<file path="src/rtl/user_gpio_irq_pkg.sv">
// Shared definitions for the user GPIO interrupt controller: register map,
// bus state encoding and the byte-enable expansion helper.
package user_gpio_irq_pkg;

  localparam logic [7:0] OFF_OUT       = 8'h00;
  localparam logic [7:0] OFF_OEB       = 8'h04;
  localparam logic [7:0] OFF_IN        = 8'h08;
  localparam logic [7:0] OFF_RISE_EN   = 8'h0C;
  localparam logic [7:0] OFF_FALL_EN   = 8'h10;
  localparam logic [7:0] OFF_RISE_STAT = 8'h14;
  localparam logic [7:0] OFF_FALL_STAT = 8'h18;
  localparam logic [7:0] OFF_ID        = 8'h1C;

  localparam logic [31:0] ID_DEFAULT = 32'h4750_4931;

  typedef enum logic [0:0] {
    ST_IDLE = 1'b0,
    ST_ACK  = 1'b1
  } bus_state_e;

  function automatic logic [31:0] byte_mask(input logic [3:0] sel);
    return {{8{sel[3]}}, {8{sel[2]}}, {8{sel[1]}}, {8{sel[0]}}};
  endfunction

endpackage

</file>
<file path="src/rtl/gpio_edge_sync.sv">
// Two-flop synchroniser plus history flop for a W-bit pad vector, producing
// the synchronised value and single-cycle rise/fall pulses.
module gpio_edge_sync #(
  parameter int unsigned W = 1
) (
  input  logic         clk,
  input  logic         rst_n,
  input  logic [W-1:0] async_in,
  output logic [W-1:0] sync_out,
  output logic [W-1:0] rise,
  output logic [W-1:0] fall
);

  logic [W-1:0] meta_r;
  logic [W-1:0] sync_r;
  logic [W-1:0] prev_r;

  // synchroniser chain and previous-value history
  always_ff @(posedge clk or negedge rst_n) begin
    if (!rst_n) begin
      meta_r <= '0;
      sync_r <= '0;
      prev_r <= '0;
    end else begin
      meta_r <= async_in;
      sync_r <= meta_r;
      prev_r <= sync_r;
    end
  end

  assign sync_out = sync_r;
  assign rise     = sync_r & ~prev_r;
  assign fall     = ~sync_r & prev_r;

endmodule

</file>
<file path="src/rtl/user_gpio_irq_ctrl.sv">
// Wishbone-slave GPIO block: output/enable registers, synchronised inputs and
// W1C edge-status registers feeding three registered interrupt lines.
module user_gpio_irq_ctrl
  import user_gpio_irq_pkg::*;
#(
  parameter int unsigned NUM_IO    = 27,
  parameter logic [31:0] BASE_ADDR = 32'h3000_0000,
  parameter logic [31:0] ID_VALUE  = ID_DEFAULT
) (
  input  logic              wb_clk_i,
  input  logic              wb_rstn_i,
  input  logic              wbs_stb_i,
  input  logic              wbs_cyc_i,
  input  logic              wbs_we_i,
  input  logic [3:0]        wbs_sel_i,
  input  logic [31:0]       wbs_adr_i,
  input  logic [31:0]       wbs_dat_i,
  output logic              wbs_ack_o,
  output logic [31:0]       wbs_dat_o,
  input  logic [NUM_IO-1:0] io_in,
  output logic [NUM_IO-1:0] io_out,
  output logic [NUM_IO-1:0] io_oeb,
  output logic [2:0]        user_irq
);

  bus_state_e        state_r;
  bus_state_e        state_nxt_s;
  logic              addr_hit_s;
  logic              access_s;
  logic              ack_s;
  logic              wr_s;
  logic              rd_s;
  logic [7:0]        off_s;
  logic [31:0]       be_full_s;
  logic [NUM_IO-1:0] be_s;
  logic [NUM_IO-1:0] wdat_s;
  logic              unused_s;
  logic [31:0]       rdata_s;

  logic [NUM_IO-1:0] sync_s;
  logic [NUM_IO-1:0] rise_s;
  logic [NUM_IO-1:0] fall_s;
  logic [NUM_IO-1:0] rclr_s;
  logic [NUM_IO-1:0] fclr_s;

  logic [NUM_IO-1:0] out_r;
  logic [NUM_IO-1:0] oeb_r;
  logic [NUM_IO-1:0] ren_r;
  logic [NUM_IO-1:0] fen_r;
  logic [NUM_IO-1:0] rstat_r;
  logic [NUM_IO-1:0] fstat_r;
  logic [31:0]       dat_r;
  logic [2:0]        irq_r;

  assign off_s      = wbs_adr_i[7:0];
  assign addr_hit_s = (wbs_adr_i[31:8] == BASE_ADDR[31:8]);
  assign be_full_s  = byte_mask(wbs_sel_i);
  assign be_s       = be_full_s[NUM_IO-1:0];
  assign wdat_s     = wbs_dat_i[NUM_IO-1:0];
  // bits above NUM_IO are architecturally ignored on writes
  assign unused_s   = ^{be_full_s, wbs_dat_i};
  assign wr_s       = access_s & wbs_we_i;
  assign rd_s       = access_s & ~wbs_we_i;

  gpio_edge_sync #(.W(NUM_IO)) u_edge_sync (
    .clk      (wb_clk_i),
    .rst_n    (wb_rstn_i),
    .async_in (io_in),
    .sync_out (sync_s),
    .rise     (rise_s),
    .fall     (fall_s)
  );

  // bus FSM state register
  always_ff @(posedge wb_clk_i or negedge wb_rstn_i) begin
    if (!wb_rstn_i) begin
      state_r <= ST_IDLE;
    end else begin
      state_r <= state_nxt_s;
    end
  end

  // bus FSM next-state logic
  always_comb begin
    state_nxt_s = ST_IDLE;
    case (state_r)
      ST_IDLE: begin
        if (access_s) state_nxt_s = ST_ACK;
        else          state_nxt_s = ST_IDLE;
      end
      ST_ACK:  state_nxt_s = ST_IDLE;
      default: state_nxt_s = ST_IDLE;
    endcase
  end

  // bus FSM outputs; the ACK state itself blocks a second access
  always_comb begin
    ack_s    = 1'b0;
    access_s = 1'b0;
    case (state_r)
      ST_IDLE: begin
        ack_s    = 1'b0;
        access_s = wbs_stb_i & wbs_cyc_i & addr_hit_s;
      end
      ST_ACK: begin
        ack_s    = 1'b1;
        access_s = 1'b0;
      end
      default: begin
        ack_s    = 1'b0;
        access_s = 1'b0;
      end
    endcase
  end

  assign wbs_ack_o = ack_s;

  // read-data mux, zero-extended to the bus width
  always_comb begin
    rdata_s = '0;
    case (off_s)
      OFF_OUT:       rdata_s[NUM_IO-1:0] = out_r;
      OFF_OEB:       rdata_s[NUM_IO-1:0] = oeb_r;
      OFF_IN:        rdata_s[NUM_IO-1:0] = sync_s;
      OFF_RISE_EN:   rdata_s[NUM_IO-1:0] = ren_r;
      OFF_FALL_EN:   rdata_s[NUM_IO-1:0] = fen_r;
      OFF_RISE_STAT: rdata_s[NUM_IO-1:0] = rstat_r;
      OFF_FALL_STAT: rdata_s[NUM_IO-1:0] = fstat_r;
      OFF_ID:        rdata_s = ID_VALUE;
      default:       rdata_s = 32'h0000_0000;
    endcase
  end

  // read data capture, held until the next read
  always_ff @(posedge wb_clk_i or negedge wb_rstn_i) begin
    if (!wb_rstn_i) begin
      dat_r <= 32'h0000_0000;
    end else if (rd_s) begin
      dat_r <= rdata_s;
    end else begin
      dat_r <= dat_r;
    end
  end

  assign wbs_dat_o = dat_r;

  // read/write control registers with per-byte enables
  always_ff @(posedge wb_clk_i or negedge wb_rstn_i) begin
    if (!wb_rstn_i) begin
      out_r <= '0;
      oeb_r <= '1;
      ren_r <= '0;
      fen_r <= '0;
    end else if (wr_s) begin
      case (off_s)
        OFF_OUT:     out_r <= (out_r & ~be_s) | (wdat_s & be_s);
        OFF_OEB:     oeb_r <= (oeb_r & ~be_s) | (wdat_s & be_s);
        OFF_RISE_EN: ren_r <= (ren_r & ~be_s) | (wdat_s & be_s);
        OFF_FALL_EN: fen_r <= (fen_r & ~be_s) | (wdat_s & be_s);
        default: begin
          out_r <= out_r;
          oeb_r <= oeb_r;
          ren_r <= ren_r;
          fen_r <= fen_r;
        end
      endcase
    end else begin
      out_r <= out_r;
      oeb_r <= oeb_r;
      ren_r <= ren_r;
      fen_r <= fen_r;
    end
  end

  assign io_out = out_r;
  assign io_oeb = oeb_r;

  // write-one-to-clear masks for the status registers
  always_comb begin
    rclr_s = '0;
    fclr_s = '0;
    if (wr_s && (off_s == OFF_RISE_STAT)) begin
      rclr_s = wdat_s & be_s;
    end else if (wr_s && (off_s == OFF_FALL_STAT)) begin
      fclr_s = wdat_s & be_s;
    end else begin
      rclr_s = '0;
      fclr_s = '0;
    end
  end

  // edge status: the hardware set is OR-ed in after the clear so it wins
  always_ff @(posedge wb_clk_i or negedge wb_rstn_i) begin
    if (!wb_rstn_i) begin
      rstat_r <= '0;
      fstat_r <= '0;
    end else begin
      rstat_r <= (rstat_r & ~rclr_s) | (rise_s & ren_r);
      fstat_r <= (fstat_r & ~fclr_s) | (fall_s & fen_r);
    end
  end

  // registered interrupt lines
  always_ff @(posedge wb_clk_i or negedge wb_rstn_i) begin
    if (!wb_rstn_i) begin
      irq_r <= 3'b000;
    end else begin
      irq_r <= {|(rstat_r | fstat_r), |fstat_r, |rstat_r};
    end
  end

  assign user_irq = irq_r;

endmodule

</file>
<file path="config.mk">
export PLATFORM = sky130hd
export DESIGN_NAME = user_gpio_irq_ctrl
export DESIGN_NICKNAME = d
export VERILOG_FILES = /design/src/rtl/user_gpio_irq_pkg.sv /design/src/rtl/gpio_edge_sync.sv /design/src/rtl/user_gpio_irq_ctrl.sv
export SDC_FILE = /design/constraint.sdc
export NUM_CORES = 1
export LEC_CHECK = 0
export ABC_AREA = 1
export BUFFER_PORTS_ARGS = -buffer_cell sky130_fd_sc_hd__clkbuf_2
export CAP_MARGIN = 20
export CORE_MARGIN = 5
export CORE_UTILIZATION = 45
export DETAILED_ROUTE_END_ITERATION = 16
export GPL_TIMING_DRIVEN = 0
export MAX_ROUTING_LAYER = met4
export PLACE_DENSITY = 0.68
export SLEW_MARGIN = 40
export SYNTH_ARGS = -nofsm -noshare
export SYNTH_HDL_FRONTEND = slang
export SYNTH_SLANG_ARGS = --single-unit
</file>
<file path="constraint.sdc">
create_clock -name wb_clk_i -period 1.4 [get_ports wb_clk_i]
set_input_delay 0.14 -clock wb_clk_i [delete_from_list [all_inputs] [get_ports wb_clk_i]]
set_output_delay 0.14 -clock wb_clk_i [all_outputs]
set_load 0.01 [all_outputs]
</file>
; Word level (Yosys, flattened, before mapping)
; Cells that the tools add are included.
[totals]
reg_bits = 279
input_bits = 100
out_inout_bits = 90
wordCells = 68
[classes]
eq_ne = 8
muxes = 9
bitwise = 29
reduce_logical = 10
[ops]
columns = operator, count
row1 = $and 27x27->27, 11
row2 = $pmux 27 s8, 1
row3 = $or 27x27->27, 7
row4 = $not 27->27, 5
row5 = $mux 27, 3
row6 = $reduce_or 27->1, 3
row7 = $eq 8x5->1 const B, 4
row8 = $eq 24x22->1 const B, 1
row9 = $eq 8x4->1 const B, 2
row10 = $eq 8x3->1 const B, 1
row11 = $logic_not 8->1, 1
row12 = $reduce_and 2->1, 4
row13 = $pmux 1 s2, 3
row14 = $and 1x1->1, 4
row15 = $mux 4, 1
row16 = $logic_and 1x1->1, 2
row17 = $not 1->1, 2
row18 = $mux 1, 1

; Depth between registers and ports, before layout
[logic_depth]
ltp_word = 10
mapped_depth = 11
ltp_nobuf = 9

; By module
; Synthesis repeated with hierarchy kept, for this count alone.
[unflattened]
hier_cells = 1712
area_unflattened_um2 = 13197.7
[modules_own_cells]
columns = module, n_inst, cells_each, area_per_inst_um2, seq_area_each_um2
row1 = user_gpio_irq_ctrl, 1, 1523, 10765.3, 4888.4
row2 = gpio_edge_sync, 1, 189, 2432.3, 2026.9

; Worst setup path before layout
; OpenSTA, ideal clock, no wires.
[synth_path]
path_kind = register to register
startpoint = reg state_r
endpoint = reg with a tool-made name
setup_time_ns = 0.118
t_arrival_ns = 1.383
required_ns = 1.282
setup_slack_ns = -0.101
stages_incl_launch_ff = 8
path_buffers = 1
synth_period_minus_slack_ns = 1.501
path_cell_list = dfrtp_1 -> nor2_1 -> nand3_1 -> nor2_4 -> buf_6 -> nand4_4 -> nand2_1 -> nand2_1
[synth_rtl]
columns = item, line_no
row1 = start: declaration, user_gpio_irq_ctrl.sv:26  ; bus_state_e state_r;
row2 = start signal: assignment, user_gpio_irq_ctrl.sv:79  ; state_r <= state_nxt_s;

==> summary.md <==
| Metric | Value |
|---|---|
| Die area | 32500 um2 |
| Final Cycle Share | 115% |
| Worst Slack Setup Final | -0.205 ns |
| H-tree depth | 1 |
| # setup viols final | 191 |
| Xor and xnor area share after synthesis | 0% |
| PwrDens | 1040 nW/um2 |
| CP delay by family, top | simple AND/OR/NAND/NOR gates |
| CP Cell Sequence | nor2_2 -> nand3_2 -> nor2_4 -> buf_12 -> buf_12 -> nand4_4 -> nand2_1 -> nand2_1 |
| Detail Route Antenna Nets | 0 |
| Hold Path Class | primary input to async pin |
| DRC | 0 |
| Starting DRC count in detailed routing | 1375 |
| Reg2reg setup slack | -0.21 ns |
| Status | finished with violations |
| Total congestion overflow | 0 |
| Total GRT Usage | 28.6% |
| DRT Wirelength | 46100 um |
| Worst Setup Path Type | flop to flop |
| Most frequent cells in the layout | nand2_1 (723), dfrtp_1 (248), clkbuf_2 (172) |
| Area leader, netlist | dfrtp_1 |
| Via count | 12756 |
| Crit Path Max Fanout | 10 |
| Layout area overhead | 29.3% |
| Root buffer cell | clkbuf_16 |
| Post-synthesis sequential area ratio | 52.9% |
| Die H | 180 um |
| Max Slew Vio Count | 0 |
| PortBufs | 175 |
| Fraction of the mapped netlist area in adder cells | 0% |
| Syn Inst Count | 1660 |
| Ports | 190 |
| Synthesized flop and latch total | 275 |
| Skew final | 0.0111 ns |
| RSZ-0062 raised after global routing | true |
| Multiplexer share of the synthesized area | 0% |
| Vias per cell | 5.39 |
| Vias in the first global route | 12438 |
| Drt first pass iters | 5 |
| Failing checks | hold timing, setup timing |
| Layout cells sized above 1 | 21.5% |
| # nets final | 2055 |
| Clock latency on the worst-skew pair | 0.56 ns |
| Worst EP arrival | 2.05 ns |
| Compound-gate portion of the synthesized area | 0.0383% |
| Yosys cell types | 28 |
| Area of the core | 28700 um2 |
| Syn avg cell area | 7.87 um2 |
| Synth Area in Simple Gates | 40.2% |
| First-pass GRT wire length | 71700 um |
| Cells on worst reg2reg path | 8 |
| Design Power | 0.0176 W |
| CTS tree | yes |
| Worst path bufs/invs | 2 |
| RD Place Congestion | 0.950 |
| Critical path required time | 1.85 ns |
| Commonest non-fill, non-tap cell in the layout | nand2_1 |
| CP peak stage delay | 0.38 ns |
| CP max-delay cell | dfrtp_1 |
| Synth top area share | 47.5% |
| RR Startpoint | state_r |
| Startpoint class of the critical path | flop |
| Clk slew on worst S/H paths | 0.06 ns |
| Place WS | -0.592 ns |
| Crit path time final | 1.61 ns |
| Drt wl/cell | 19.5 um |
| Pin count of the biggest net entering global routing | 69 |
| Max Cap Viol | 0 |
| Peak supply drop | 0.000845 V |
| WHS | -0.483 ns |
| Dpl cells | 2226 |
| Synthesized cell area | 13100 um2 |
| Largest family of logic cells by synthesized area | simple AND/OR/NAND/NOR gates |
| P_leak | 9.15 nW |
| Yosys warns | 0 |
| HPWL after detailed placement | 31500 um |
| Ranking of synthesized cells by area | dfrtp_1 (48%), nand2_1 (22%), nand4_1 (8.0%) |
| Initial antenna violation count | 3 |
| Fin cells | 2366 |
| Die W | 180 um |
| Max Buffers Root-to-Sink | 3 |
| Fmax | 623 MHz |
| Total Neg Setup Slack | -23.51 ns |
| Clock buffer count from CTS | 30 |
| Starting Density | 45.5% |
| Worst-margin pin slew | 0.855 ns |
| Endpoint type of the worst setup path | flop |
| Fin. Hold Viols | 148 |
| Row cnt | 62 |
| Relative slew slack | 43.0% |
| Clock sink count | 275 |
-- timing repair --
action | CTS | global route
buffers inserted | 19 | 3
gates cloned | 3 | 1
hold endpoints to repair | 304 | 87
hold buffers | 54 | 2
resized for setup | 55 | 56
setup endpoints to repair | 206 | 213
pin swaps | 8 | 12
-- cell usage after synthesis --
cell type and count:
nand2_1 758, dfrtp_1 248, nand4_1 168, nor2_1 164
inv_1 98, nand3_1 64, buf_2 43, dfstp_2 27
buf_4 22, clkbuf_1 21, nand4_4 10, nor2_2 7
buf_1 4, buf_6 3, nor2_4 3, nor3_1 3
and3_1 2, inv_2 2, nand3_2 2, nand4_2 2
nor4_1 2, clkinv_1 1, conb_1 1, nand2_4 1
nor2_8 1, nor3b_1 1, o21ai_0 1, or2_1 1
-- stage by stage --
| stage | util [%] | area, um2 | hold slack (ns) |
|---|---|---|---|
| floorplan | - | 13100 | -0.156 |
| global placement | 50.4 | 14500 | 0.248 |
| detailed placement | 50.8 | 14600 | 0.111 |
| CTS | 58.0 | 16700 | -0.471 |
| global route | 58.8 | 16900 | -0.460 |
| finish | 58.8 | 16900 | -0.483 |
-- logic make-up after synthesis --
| kind of cell | count (synthesis) |
|---|---|
| simple gates | 1189 |
| flops | 275 |
| compound gates | 1 |
| other cells | 1 |
| buf+inv | 194 |
-- worst max path at each step --
stage | slack, ns | end | cells after the start | startpoint
detailed placement | -0.59 | wbs_dat_o[19] | 11 | wbs_adr_i[4]
finish | -0.21 | flop | 8 | state_r
floorplan | -0.04 | wbs_dat_o[17] | 8 | state_r
global route | -0.28 | flop | 9 | state_r
CTS | -0.24 | flop | 8 | state_r
global placement | -5.72 | wbs_dat_o[21] | 1 | wb_rstn_i
-- report_power, final --
| group | switching (W) | internal, W | leakage (nW) |
|---|---|---|---|
| clock network | 0.00330 | 0.00520 | 0.531 |
| registers | 0.0000726 | 0.00807 | 3.26 |
| logic | 0.000611 | 0.000320 | 5.36 |
-- metal layers --
| layer | track usage [%] | wire length, um |
|---|---|---|
| met1 | 39.1 | 19200 |
| met2 | 43.2 | 20700 |
| met3 | 4.84 | 4300 |
| met4 | 10.4 | 1860 |
| met5 | - | 0 |
-- cell type report --
type,count,area [um2]
plain buffers,92,711
inverters,101,383
well taps,384,480
multi-input cells,1195,5440
clock inverters,11,159
fillers,2635,11800
flip-flops and latches,275,6920
repair buffers,260,1880
clock buffers,45,908
diodes,3,7.51
(Power assumes the default switching activity.)
